[src/rtl/chirp_uart_rx.sv]
// chirp_uart_rx: UART receiver with 3-sample majority voting; optional even parity via CHIRP_UART_PARITY_EN
module chirp_uart_rx #(
    parameter int CLK_FREQ_HZ = 10_000_000,
    parameter int BAUD_RATE   = 9600,
    parameter int DATA_WIDTH  = 8
) (
    input  logic                  i_clk,
    input  logic                  i_rst,
    input  logic                  i_rx,
    output logic [DATA_WIDTH-1:0] o_data,
    output logic                  o_valid,
    output logic                  o_frame_err,
    output logic                  o_parity_err,
    output logic                  o_busy
);
    localparam int CLKS_PER_BIT = CLK_FREQ_HZ / BAUD_RATE;
    localparam int HALF         = CLKS_PER_BIT / 2;
    localparam int CW           = $clog2(CLKS_PER_BIT);
    localparam int IW           = (DATA_WIDTH > 1) ? $clog2(DATA_WIDTH) : 1;
    localparam logic [CW-1:0] C_H0  = CW'(HALF - 1);
    localparam logic [CW-1:0] C_H1  = CW'(HALF);
    localparam logic [CW-1:0] C_H2  = CW'(HALF + 1);
    localparam logic [CW-1:0] C_END = CW'(CLKS_PER_BIT - 1);
    localparam logic [IW-1:0] I_LAST = IW'(DATA_WIDTH - 1);
    localparam logic [2:0] IDLE  = 3'd0;
    localparam logic [2:0] START = 3'd1;
    localparam logic [2:0] DATA  = 3'd2;
    localparam logic [2:0] STOP  = 3'd3;
`ifdef CHIRP_UART_PARITY_EN
    localparam logic [2:0] PARITY = 3'd4;
`endif
    logic [2:0]            state;
    logic [CW-1:0]         cnt;
    logic [IW-1:0]         idx;
    logic [DATA_WIDTH-1:0] shreg;
    logic                  rx_m, rx_s, rx_d;
    logic                  s0, s1;
    logic                  maj;
    logic                  perr;
    assign maj    = (s0 & s1) | (s0 & rx_s) | (s1 & rx_s);
    assign o_busy = state != IDLE;
`ifdef CHIRP_UART_PARITY_EN
    logic par_bit;
    assign perr = ^{shreg, par_bit};
    always_ff @(posedge i_clk) begin
        if (i_rst)
            par_bit <= 1'b0;
        else if (state == PARITY && cnt == C_H2)
            par_bit <= maj;
    end
    always_ff @(posedge i_clk) begin
        if (i_rst)
            o_parity_err <= 1'b0;
        else
            o_parity_err <= state == STOP && cnt == C_H2 && perr;
    end
`else
    assign perr         = 1'b0;
    assign o_parity_err = 1'b0;
`endif
    always_ff @(posedge i_clk) begin
        if (i_rst) begin
            state       <= IDLE;
            cnt         <= '0;
            idx         <= '0;
            shreg       <= '0;
            s0          <= 1'b1;
            s1          <= 1'b1;
            rx_m        <= 1'b1;
            rx_s        <= 1'b1;
            rx_d        <= 1'b1;
            o_data      <= '0;
            o_valid     <= 1'b0;
            o_frame_err <= 1'b0;
        end else begin
            rx_m        <= i_rx;
            rx_s        <= rx_m;
            rx_d        <= rx_s;
            o_valid     <= 1'b0;
            o_frame_err <= 1'b0;
            cnt         <= (cnt == C_END) ? '0 : cnt + CW'(1);
            if (cnt == C_H0)
                s0 <= rx_s;
            if (cnt == C_H1)
                s1 <= rx_s;
            case (state)
                IDLE: begin
                    cnt <= '0;
                    if (rx_d && !rx_s)
                        state <= START;
                end
                START: begin
                    if (cnt == C_H2 && maj)
                        state <= IDLE;
                    else if (cnt == C_END) begin
                        state <= DATA;
                        idx   <= '0;
                    end
                end
                DATA: begin
                    if (cnt == C_H2)
                        shreg <= {maj, shreg[DATA_WIDTH-1:1]};
                    if (cnt == C_END) begin
                        idx <= idx + IW'(1);
`ifdef CHIRP_UART_PARITY_EN
                        if (idx == I_LAST)
                            state <= PARITY;
`else
                        if (idx == I_LAST)
                            state <= STOP;
`endif
                    end
                end
`ifdef CHIRP_UART_PARITY_EN
                PARITY: begin
                    if (cnt == C_END)
                        state <= STOP;
                end
`endif
                STOP: begin
                    // leave half a bit early so the next start edge is never missed
                    if (cnt == C_H2) begin
                        state       <= IDLE;
                        o_valid     <= maj && !perr;
                        o_frame_err <= !maj;
                        if (maj && !perr)
                            o_data <= shreg;
                    end
                end
                default: state <= IDLE;
            endcase
        end
    end
endmodule

[config.mk]
export PLATFORM = sky130hd
export DESIGN_NAME = chirp_uart_rx
export DESIGN_NICKNAME = d
export VERILOG_FILES = /design/src/rtl/chirp_uart_rx.sv
export SDC_FILE = /design/constraint.sdc
export NUM_CORES = 1
export LEC_CHECK = 0
export ABC_AREA = 1
export CAP_MARGIN = 20
export CORE_ASPECT_RATIO = 0.6
export CORE_MARGIN = 3
export CORE_UTILIZATION = 40
export DETAILED_ROUTE_END_ITERATION = 7
export GPL_TIMING_DRIVEN = 0
export RECOVER_POWER = 50
export SYNTH_ARGS = -nofsm -noshare
export SYNTH_HDL_FRONTEND = slang
export SYNTH_SLANG_ARGS = --single-unit
[constraint.sdc]
create_clock -name i_clk -period 4.03 [get_ports i_clk]
set_clock_uncertainty 0.05 [all_clocks]
set_input_delay 0.806 -clock i_clk [delete_from_list [all_inputs] [get_ports i_clk]]
set_output_delay 0.806 -clock i_clk [all_outputs]
set_load 0.1 [all_outputs]
==> flow_summary.toml <==
[logic_synthesis]
syn_area_um2 = 1760
synth_top_area_cell = "dfxtp_1"
synth-seq-cells = 39
synth_warnings = 0
synth_area_leaders = "dfxtp_1 44%, inv_1 8.7%, a21oi_1 7.7%"
synth_nets = 245
netlist.area_leader.share_pct = 44.3
ys_types = 28
synth_cells = 237
yosysSeqAreaShare_pct = 44.3
avgSynthCellArea_um2 = 7.44

[critical_path]
arrival_ps = 2040
ff2ff_setup_slack_ps = 2170
timing.critical_path.slowest_stage_cell = "clkdlybuf4s50_1"
startpoint = "state[0]"
worstSetupPathType = "flop to output port"
reg2reg_depth = 8
cpPeakStageDelay_ps = 1140
rr_endpoint = "cnt[7]"
regToRegStartpoint = "cnt[0]"
crit_path_cell_trace = "inv_1, nand2_1, clkdlybuf4s50_1"
end_kind = "output port"
startpoint_type = "flop"
crit_path_max_fanout = 5
required_ps = 3170

[floorplan]
core_um2 = 4170
start_util_pct = 42.3
rows = 18
pin_count = 15
die_area_um2 = 5270
fp.dieW_um = 91.7
fp.dieH_um = 57.4

[cts]
insertion_delay_ps = 290
h-tree-depth = 2
ctsHoldBuffers = 0
path_clk_slew_ps = 80
cts_tree = "yes"
cts_setup_buffers = 0
cts.sinks = 39
numCtsBuffers = 5
ctsResizeCount = 0
clockRootBuffer = "clkbuf_8"
clockBufferDepth = 2

[timing]
finalMaxSlewViolations = 0
tns_ps = 0
slew_headroom_pct = 35.3
worst_pin_slew_ps = 967
final_period_minus_worst_setup_slack_ps = 2900
clock.fmax_ghz = 0.345
hold_viol = 0
period_share_pct = 71.9
finalSetupViolCount = 0
rsz0062_at_grt = "no"

[place]
dp_hpwl_mm = 2.68
gp_congestion = 0.851
port_buffers = 13
placed_cell_area_um2 = 1970

[detailed_routing]
drc_errors = 0
drt-initial-drc-count = 78
via_count = 1473
wl_per_cell_um = 10.9
ant_nets = 0
drt-vias-per-instance = 4.63
drt_wl_total_mm = 3.47
drt_first_pass_iters = 4

[finish]
final_cell_area_um2 = 2090
drive_gt1_share_pct = 8.53
register_area_um2 = 781
mostFrequentLayoutCell = "inv_1"
antenna_cells = 0
final_cell_mix = "41 x inv_1, 39 x dfxtp_1, 31 x nand2_1, 27 x a21oi_1, 22 x nor2_1"
multi_input_area_um2 = 766
syn_to_final_growth_pct = 18.4
fillCellCount = 424
final_nets = 265

[power_and_ir_drop]
ir_drop_mv = 0.320
p_per_area_nw_per_um2 = 510
power_leakage_nw = 0.820

[global_route]
grt-ovfl-total = 0
antenna_found_initial = 0
grt_pass1_wl_mm = 5.81
grt_usage_pct = 14.0
grt_max_degree = 13
grt_pass1_vias = 1218

[status]
outcome = "finished, final reports clean"

[flow_run]
drv_cap = 0

[hold_path]
hp-class = "flop to flop"
min_from = "rx_m"
min_to = "rx_s"
hold_path_depth = 1
## metal layers
layer,track usage (%),wire length (um),vias up
met4,3.81,20,0
met1,24.4,2140,631
met3,3.95,258,2
li1,-,-,801
met5,0,0,-
met2,15.1,1050,39
## per-stage QoR
step / cells / hold slack [ps] / worst slack [ps] / utilization (%) / total power, mW
after floorplan: 237 / 339 / 2050 / - / 0.635
after global placement: 310 / 344 / 1420 / 47.2 / 0.693
after detailed placement: 310 / 351 / 1420 / 47.2 / 0.693
after global routing: 318 / 407 / 1050 / 50.1 / 1.13
after CTS: 318 / 368 / 1100 / 50.4 / 1.08
final: 318 / 365 / 1130 / 50.1 / 1.07
## flip-flops by register name, summed over array words and instances, names as in the netlist
register / flops
cnt: 11
o_data: 8
shreg: 8
idx: 3
state: 2
o_frame_err: 1
o_valid: 1
rx_d: 1
rx_m: 1
rx_s: 1
s0: 1
s1: 1
## kinds of logic (layout without fill, tap and decap cells)
logic type                 count (synthesis)  count (layout)  synth area share (%)
adders and majority gates                  5               5                  3.55
buffers and inverters                     49              70                  11.6
other                                      1               1                 0.213
DFF                                       39              39                  44.3
AOI/OAI and AO/OA                         53              53                  16.3
and+or+nand+nor                           90              90                  24.1
## worst max-delay path, delay by kind of cell, from the launching register on
| family | cells | cell delay [ps] |
|---|---|---|
| and+or+nand+nor | 1 | 110 |
| DFF | 1 | 400 |
| buffers and inverters | 2 | 1250 |
## power by group
group	internal (mW)	switching, mW
Combinational	0.0724	0.188
Sequential	0.402	0.0180
Clock	0.248	0.137
Total	0.722	0.343
## Yosys cell counts (all sizes together)
library cell / instances
or2: 2
nand3: 18
o21bai: 2
nand2: 33
nor2: 23
a211oi: 1
clkbuf: 2
ha: 5
buf: 4
nand4: 4
dfxtp: 39
o21ai: 21
conb: 1
nor3: 8
nor4: 2
inv: 43
a21oi: 29
## cell type report
| cell class | count | share of cell area, % |
|---|---|---|
| well taps | 60 | 3.60 |
| clock inverters | 2 | 2.88 |
| clock buffers | 6 | 3.48 |
| inverters | 43 | 7.73 |
| plain buffers | 6 | 1.98 |
| multi-input cells | 149 | 36.7 |
| flip-flops and latches | 39 | 37.4 |
| repair buffers | 13 | 6.24 |
## worst max path at each step
| stage | endpoint | slack [ps] | cells after the start |
|---|---|---|---|
| 2_1_floorplan | o_busy | 2050 | 2 |
| 3_3_place_gp | o_busy | 1420 | 3 |
| 3_5_place_dp | o_busy | 1420 | 3 |
| 4_1_cts | o_busy | 1100 | 3 |
| 5_1_grt | o_busy | 1050 | 3 |
| 6_report | o_busy | 1130 | 3 |
Note: power is estimated with default switching activity, not from simulation.
